===== src/rtl/dmem_arbiter_if.sv =====
// Bundle of CPU MEM-stage, host/debug and data-memory signals around the data memory arbiter.
// The slave modport is the arbiter's view. The master modport is the surrounding system's view.
interface dmem_arbiter_if #(
  parameter int unsigned AW = 8,
  parameter int unsigned DW = 8
);
  logic          cpu_mem_read;
  logic          cpu_mem_write;
  logic [AW-1:0] cpu_addr;
  logic [DW-1:0] cpu_wdata;
  logic [DW-1:0] cpu_rdata;
  logic          cpu_stall;

  logic          host_req;
  logic          host_we;
  logic [AW-1:0] host_addr;
  logic [DW-1:0] host_wdata;
  logic          host_ack;
  logic [DW-1:0] host_rdata;

  logic          mem_read;
  logic          mem_write;
  logic [AW-1:0] mem_addr;
  logic [DW-1:0] mem_wdata;
  logic [DW-1:0] mem_rdata;

  modport slave (
    input  cpu_mem_read, cpu_mem_write, cpu_addr, cpu_wdata,
    output cpu_rdata, cpu_stall,
    input  host_req, host_we, host_addr, host_wdata,
    output host_ack, host_rdata,
    output mem_read, mem_write, mem_addr, mem_wdata,
    input  mem_rdata
  );

  modport master (
    output cpu_mem_read, cpu_mem_write, cpu_addr, cpu_wdata,
    input  cpu_rdata, cpu_stall,
    output host_req, host_we, host_addr, host_wdata,
    input  host_ack, host_rdata,
    input  mem_read, mem_write, mem_addr, mem_wdata,
    output mem_rdata
  );
endinterface


===== src/rtl/dmem_arbiter.sv =====
// Shares the single-port data memory between the CPU MEM stage and the host/debug port.
// The CPU has priority. A starvation counter forces the host in after STARVE_LIMIT blocked cycles.
module dmem_arbiter #(
  parameter int unsigned AW           = 8,
  parameter int unsigned DW           = 8,
  parameter int unsigned STARVE_LIMIT = 4
) (
  input  logic           clk,
  input  logic           reset,
  dmem_arbiter_if.slave  bus
);
  localparam int unsigned CW = 4;
  localparam logic [CW-1:0] LIMIT = CW'(STARVE_LIMIT);

  typedef enum logic [1:0] {
    CPU_OWN   = 2'd0,
    HOST_XFER = 2'd1,
    HOST_DONE = 2'd2
  } state_t;

  state_t        state;
  logic [CW-1:0] starve_cnt;
  logic          we_q;
  logic [AW-1:0] addr_q;
  logic [DW-1:0] wdata_q;

  logic cpu_req;
  logic host_slot;
  logic grant;

  assign cpu_req   = bus.cpu_mem_read | bus.cpu_mem_write;
  assign host_slot = (state == HOST_XFER);
  assign grant     = bus.host_req & (~cpu_req | (starve_cnt == LIMIT));

  // FSM, starvation counter, latched host command and host-side outputs
  always_ff @(posedge clk) begin
    if (reset) begin
      state          <= CPU_OWN;
      starve_cnt     <= '0;
      we_q           <= 1'b0;
      addr_q         <= '0;
      wdata_q        <= '0;
      bus.host_ack   <= 1'b0;
      bus.host_rdata <= '0;
    end else begin
      case (state)
        CPU_OWN: begin
          bus.host_ack <= 1'b0;
          if (grant) begin
            state      <= HOST_XFER;
            starve_cnt <= '0;
            we_q       <= bus.host_we;
            addr_q     <= bus.host_addr;
            wdata_q    <= bus.host_wdata;
          end else if (bus.host_req && cpu_req && (starve_cnt != LIMIT)) begin
            starve_cnt <= starve_cnt + CW'(1);
          end
        end
        HOST_XFER: begin
          if (!we_q) bus.host_rdata <= bus.mem_rdata;
          bus.host_ack <= 1'b1;
          state        <= HOST_DONE;
        end
        HOST_DONE: begin
          bus.host_ack <= 1'b0;
          state        <= CPU_OWN;
        end
        default: begin
          bus.host_ack <= 1'b0;
          state        <= CPU_OWN;
        end
      endcase
    end
  end

  // Memory port mux: host only during its single transfer cycle; write wins over read for the CPU
  assign bus.mem_write = host_slot ? we_q    : bus.cpu_mem_write;
  assign bus.mem_read  = host_slot ? ~we_q   : (bus.cpu_mem_read & ~bus.cpu_mem_write);
  assign bus.mem_addr  = host_slot ? addr_q  : bus.cpu_addr;
  assign bus.mem_wdata = host_slot ? wdata_q : bus.cpu_wdata;

  assign bus.cpu_stall = host_slot & cpu_req;
  assign bus.cpu_rdata = bus.mem_rdata;
endmodule

===== src/flat_wrapper.sv =====
// flat-port wrapper written by rule: the top's interface ports become plain ports
module dmem_arbiter_flat 
#(
  parameter int unsigned AW           = 8,
  parameter int unsigned DW           = 8,
  parameter int unsigned STARVE_LIMIT = 4
)
  (clk, reset, bus_cpu_mem_read, bus_cpu_mem_write, bus_cpu_addr, bus_cpu_wdata, bus_cpu_rdata, bus_cpu_stall, bus_host_req, bus_host_we, bus_host_addr, bus_host_wdata, bus_host_ack, bus_host_rdata, bus_mem_read, bus_mem_write, bus_mem_addr, bus_mem_wdata, bus_mem_rdata);
  dmem_arbiter_if #(.AW(AW), .DW(DW)) bus_i ();
  input  logic clk;
  input  logic reset;
  input wire logic [$bits(bus_i.cpu_mem_read)-1:0] bus_cpu_mem_read;
  input wire logic [$bits(bus_i.cpu_mem_write)-1:0] bus_cpu_mem_write;
  input wire logic [$bits(bus_i.cpu_addr)-1:0] bus_cpu_addr;
  input wire logic [$bits(bus_i.cpu_wdata)-1:0] bus_cpu_wdata;
  output wire logic [$bits(bus_i.cpu_rdata)-1:0] bus_cpu_rdata;
  output wire logic [$bits(bus_i.cpu_stall)-1:0] bus_cpu_stall;
  input wire logic [$bits(bus_i.host_req)-1:0] bus_host_req;
  input wire logic [$bits(bus_i.host_we)-1:0] bus_host_we;
  input wire logic [$bits(bus_i.host_addr)-1:0] bus_host_addr;
  input wire logic [$bits(bus_i.host_wdata)-1:0] bus_host_wdata;
  output wire logic [$bits(bus_i.host_ack)-1:0] bus_host_ack;
  output wire logic [$bits(bus_i.host_rdata)-1:0] bus_host_rdata;
  output wire logic [$bits(bus_i.mem_read)-1:0] bus_mem_read;
  output wire logic [$bits(bus_i.mem_write)-1:0] bus_mem_write;
  output wire logic [$bits(bus_i.mem_addr)-1:0] bus_mem_addr;
  output wire logic [$bits(bus_i.mem_wdata)-1:0] bus_mem_wdata;
  input wire logic [$bits(bus_i.mem_rdata)-1:0] bus_mem_rdata;
  assign bus_i.cpu_mem_read = bus_cpu_mem_read;
  assign bus_i.cpu_mem_write = bus_cpu_mem_write;
  assign bus_i.cpu_addr = bus_cpu_addr;
  assign bus_i.cpu_wdata = bus_cpu_wdata;
  assign bus_cpu_rdata = bus_i.cpu_rdata;
  assign bus_cpu_stall = bus_i.cpu_stall;
  assign bus_i.host_req = bus_host_req;
  assign bus_i.host_we = bus_host_we;
  assign bus_i.host_addr = bus_host_addr;
  assign bus_i.host_wdata = bus_host_wdata;
  assign bus_host_ack = bus_i.host_ack;
  assign bus_host_rdata = bus_i.host_rdata;
  assign bus_mem_read = bus_i.mem_read;
  assign bus_mem_write = bus_i.mem_write;
  assign bus_mem_addr = bus_i.mem_addr;
  assign bus_mem_wdata = bus_i.mem_wdata;
  assign bus_i.mem_rdata = bus_mem_rdata;
  dmem_arbiter #(.AW(AW), .DW(DW), .STARVE_LIMIT(STARVE_LIMIT)) u_core (.clk(clk), .reset(reset), .bus(bus_i));
endmodule

===== config.mk =====
export PLATFORM = sky130hd
export DESIGN_NAME = dmem_arbiter_flat
export DESIGN_NICKNAME = d
export VERILOG_FILES = /design/src/rtl/dmem_arbiter_if.sv /design/src/rtl/dmem_arbiter.sv /design/src/flat_wrapper.sv
export SDC_FILE = /design/constraint.sdc
export NUM_CORES = 1
export LEC_CHECK = 0
export ABC_AREA = 1
export CAP_MARGIN = 20
export CORE_MARGIN = 2
export CORE_UTILIZATION = 38
export DETAILED_ROUTE_END_ITERATION = 16
export GPL_TIMING_DRIVEN = 0
export PLACE_DENSITY_LB_ADDON = 0.3
export SLEW_MARGIN = 20
export SYNTH_ARGS = -nofsm -noshare
export SYNTH_HDL_FRONTEND = slang
export SYNTH_SLANG_ARGS = --single-unit
export TNS_END_PERCENT = 1

===== constraint.sdc =====
create_clock -name clk -period 1.45 [get_ports clk]
set_input_delay 0.3625 -clock clk [delete_from_list [all_inputs] [get_ports clk]]
set_output_delay 0.3625 -clock clk [all_outputs]
set_load 0.03 [all_outputs]

==> flow_metrics.env <==
export IMPL_status="finished, violations left"
export IMPL_violations="negative setup slack"
export IMPL_finalCritPeriodShare=1.222
export IMPL_synth_edf_count=0
export IMPL_hp_class="primary input to flop"
export IMPL_synth_most_common_cell="nand2_1"
export IMPL_antenna_found_initial=0
export IMPL_gp_congestion=0.8997
export IMPL_synth_top_flop_cell="dfxtp_1"
export IMPL_clock_path_buffers=2
export IMPL_ys_top_cells_by_area="dfxtp_1, nand2_1, nand3_1"
export IMPL_grt_ovfl_total=0
export IMPL_grt_max_degree=11
export IMPL_route_vias_total=1712
export IMPL_die_w_um=66.89
export IMPL_dp_slack_ns=-0.7319
export IMPL_synth_area_sq_um=1503
export IMPL_drive_gt1_frac=0.2773
export IMPL_worst_slack_ns=-0.3215
export IMPL_synth_seq_cells=32
export IMPL_grt_pass1_wl_um=6858
export IMPL_multi_input_area_sq_um=748.2
export IMPL_dr_pass1_iters=4
export IMPL_place_hpwl_um=3045
export IMPL_area_growth_pct=78.60
export IMPL_cap_violations=0
export IMPL_cp_start_kind="flop"
export IMPL_fin_cells=369
export IMPL_clkLatencyLatePin_ns=0.28
export IMPL_synth_fp_nets=268
export IMPL_drt_iter0_drc=87
export IMPL_netlist_top_cell_by_area="dfxtp_1"
export IMPL_cts_sinks=32
export IMPL_cts_tree="yes"
export IMPL_drv_slew=0
export IMPL_drt_total_wl_um=4460
export IMPL_path_max_fanout=4
export IMPL_endpoint_kind="output port"
export IMPL_worst_pin_slew_ns=0.4261
export IMPL_synthCells=220
export IMPL_rows=22
export IMPL_start_util=0.4014
export IMPL_synth_area_per_cell_sq_um=6.830
export IMPL_seqCellArea_sq_um=645.6
export IMPL_grt_use_total=0.2037
export IMPL_grt_pass1_vias=1603
export IMPL_p_sw_frac=0.2750
export IMPL_synth_top_area_frac=0.4263
export IMPL_root_buffer="clkbuf_8"
export IMPL_fin_worst_skew_ns=0.006187
export IMPL_whs_path_depth=3
export IMPL_die_area_sq_um=4474
export IMPL_cp_arrival_ns=1.41
export IMPL_power_mw=2.165
export IMPL_drc_errors=0
export IMPL_ir_worst_vdd_mv=0.5350
export IMPL_via_per_inst=4.640
export IMPL_yosys_warnings=0
export IMPL_ys_seq_area_frac=0.4263
export IMPL_io_buffers=81
export IMPL_clockPowerShare=0.323
export IMPL_fillers=328
export IMPL_num_antenna_cells=0
export IMPL_async_reset_ff_frac=0
export IMPL_core_sq_um=3744
export IMPL_static_leakage_power_nw=1.333
export IMPL_setup_violations=19
export IMPL_rsz0062_at_grt="true"
export IMPL_nets=368
export IMPL_ff2ff_path_depth=9
export IMPL_h_tree_depth=2
export IMPL_die_h_um=66.89
export IMPL_slew_headroom=0.7159
export IMPL_dp_cells=349
export IMPL_synthTopCellsByCount="nand2_1, dfxtp_1, nand3_1"
export IMPL_combinationalPowerShare=0.248
export IMPL_period_needed_ns=1.772
export IMPL_p_int_mw=1.570
export IMPL_power_density_nw_per_um2=806.7
export IMPL_ant_nets=0
export IMPL_cp_required_ns=1.09
export IMPL_p_sw_mw=0.5953
export IMPL_io_pin_count=82
export IMPL_cts_buffers=5
export IMPL_criticalPathCategory="flop to output port"
export IMPL_finalHoldViolCount=0
export IMPL_fmax_mhz=564.5
export IMPL_drt_wirelength_per_cell_um=12.09
export IMPL_synthDistinctLibCells=19
export IMPL_cts_clk_slew_worst_paths_ns=0.07
export IMPL_p_seq_frac=0.428
worst max-delay path, stage by stage, from the launching register on:
cell and delay [ns]:
dfxtp_2 0.35, inv_2 0.04, nor2_4 0.14, buf_6 0.14, nand2_4 0.07, o21a_4 0.14, a21oi_4 0.11, buf_6 0.14
cell type report:
type / instances / area share
inverter: 12 / 0.01911
tap: 48 / 0.02238
timing repair buffer: 93 / 0.3487
multi-input combinational: 159 / 0.2788
buffer: 17 / 0.05688
sequential: 32 / 0.2406
clock buffer: 8 / 0.03357
state kept, by name, summed over array words and instances (netlist names):
| name | flops |
|---|---|
| u_core.bus.host_ack | 1 |
| u_core.addr_q | 8 |
| u_core.wdata_q | 8 |
| u_core.we_q | 1 |
| u_core.starve_cnt | 4 |
| u_core.bus.host_rdata | 8 |
| u_core.state | 2 |
power by group through the flow:
stage / Clock (mW) / Sequential [mW] / Combinational [mW]
2_1_floorplan: 0 / 0.952 / 0.236
3_3_place_gp: 0 / 0.943 / 0.492
3_5_place_dp: 0 / 0.944 / 0.500
4_1_cts: 0.712 / 0.925 / 0.513
5_1_grt: 0.766 / 0.930 / 0.577
6_report: 0.699 / 0.928 / 0.538
kinds of logic after synthesis:
kind of cell,count (synthesis),share of synthesized area
DFF,32,0.4263
buffers and inverters,29,0.1157
and+or+nand+nor,142,0.3897
AOI/OAI and AO/OA,15,0.05163
adders and majority gates,2,0.01665
placed cells by master, fill, tap and decap left out, types with 3 or more instances in the layout:
cell type,instances
nand2_1,94
clkdlybuf4s50_1,38
buf_6,29
nand3_1,28
dfxtp_1,28
buf_4,16
dlygate4sd2_1,12
a21oi_1,10
nand2_2,9
clkbuf_8,8
nor2_1,6
inv_1,5
inv_2,4
dlymetal6s2s_1,4
buf_2,4
dfxtp_2,4
clkbuf_1,3
timing repair:
action | CTS | global route
gates cloned | 1 | 0
setup buffers | 5 | 7
setup endpoints to repair | 47 | 34
pin swaps | 2 | 4
hold buffers | 0 | 0
resized for setup | 170 | 32
per-stage QoR:
stage / TNS, ns / utilization / hold slack (ns) / area [sq um]
finish: -5.038 / 0.7169 / 0.4027 / 2684
global route: -6.269 / 0.7169 / 0.4012 / 2684
detailed placement: -22.12 / 0.6414 / 0.4521 / 2401
CTS: -5.734 / 0.6812 / 0.4611 / 2550
floorplan: -0.06315 / - / 0.4316 / 1530
global placement: -21.89 / 0.6414 / 0.4479 / 2401
layer usage:
layer | track usage | wire [um] | vias to the layer above
met4 | 0.06888 | 43 | 0
met3 | 0.07432 | 391 | 5
li1 | - | - | 880
met1 | 0.2327 | 1855 | 758
met2 | 0.3488 | 2170 | 69
met5 | 0 | 0 | -
path summary, 6_finish.rpt:
kind	startpoint	endpoint	slack (ns)
setup / recovery	u_core.state[0]	bus_mem_read	-0.32
hold / removal	bus_mem_rdata[1]	u_core.bus.host_rdata[1]	0.40
setup reg to reg	u_core.starve_cnt[0]	u_core.addr_q[5]	0.09
hold reg to reg	u_core.bus.host_rdata[4]	u_core.bus.host_rdata[4]	0.46
Note: power is estimated with default switching activity, not from simulation.
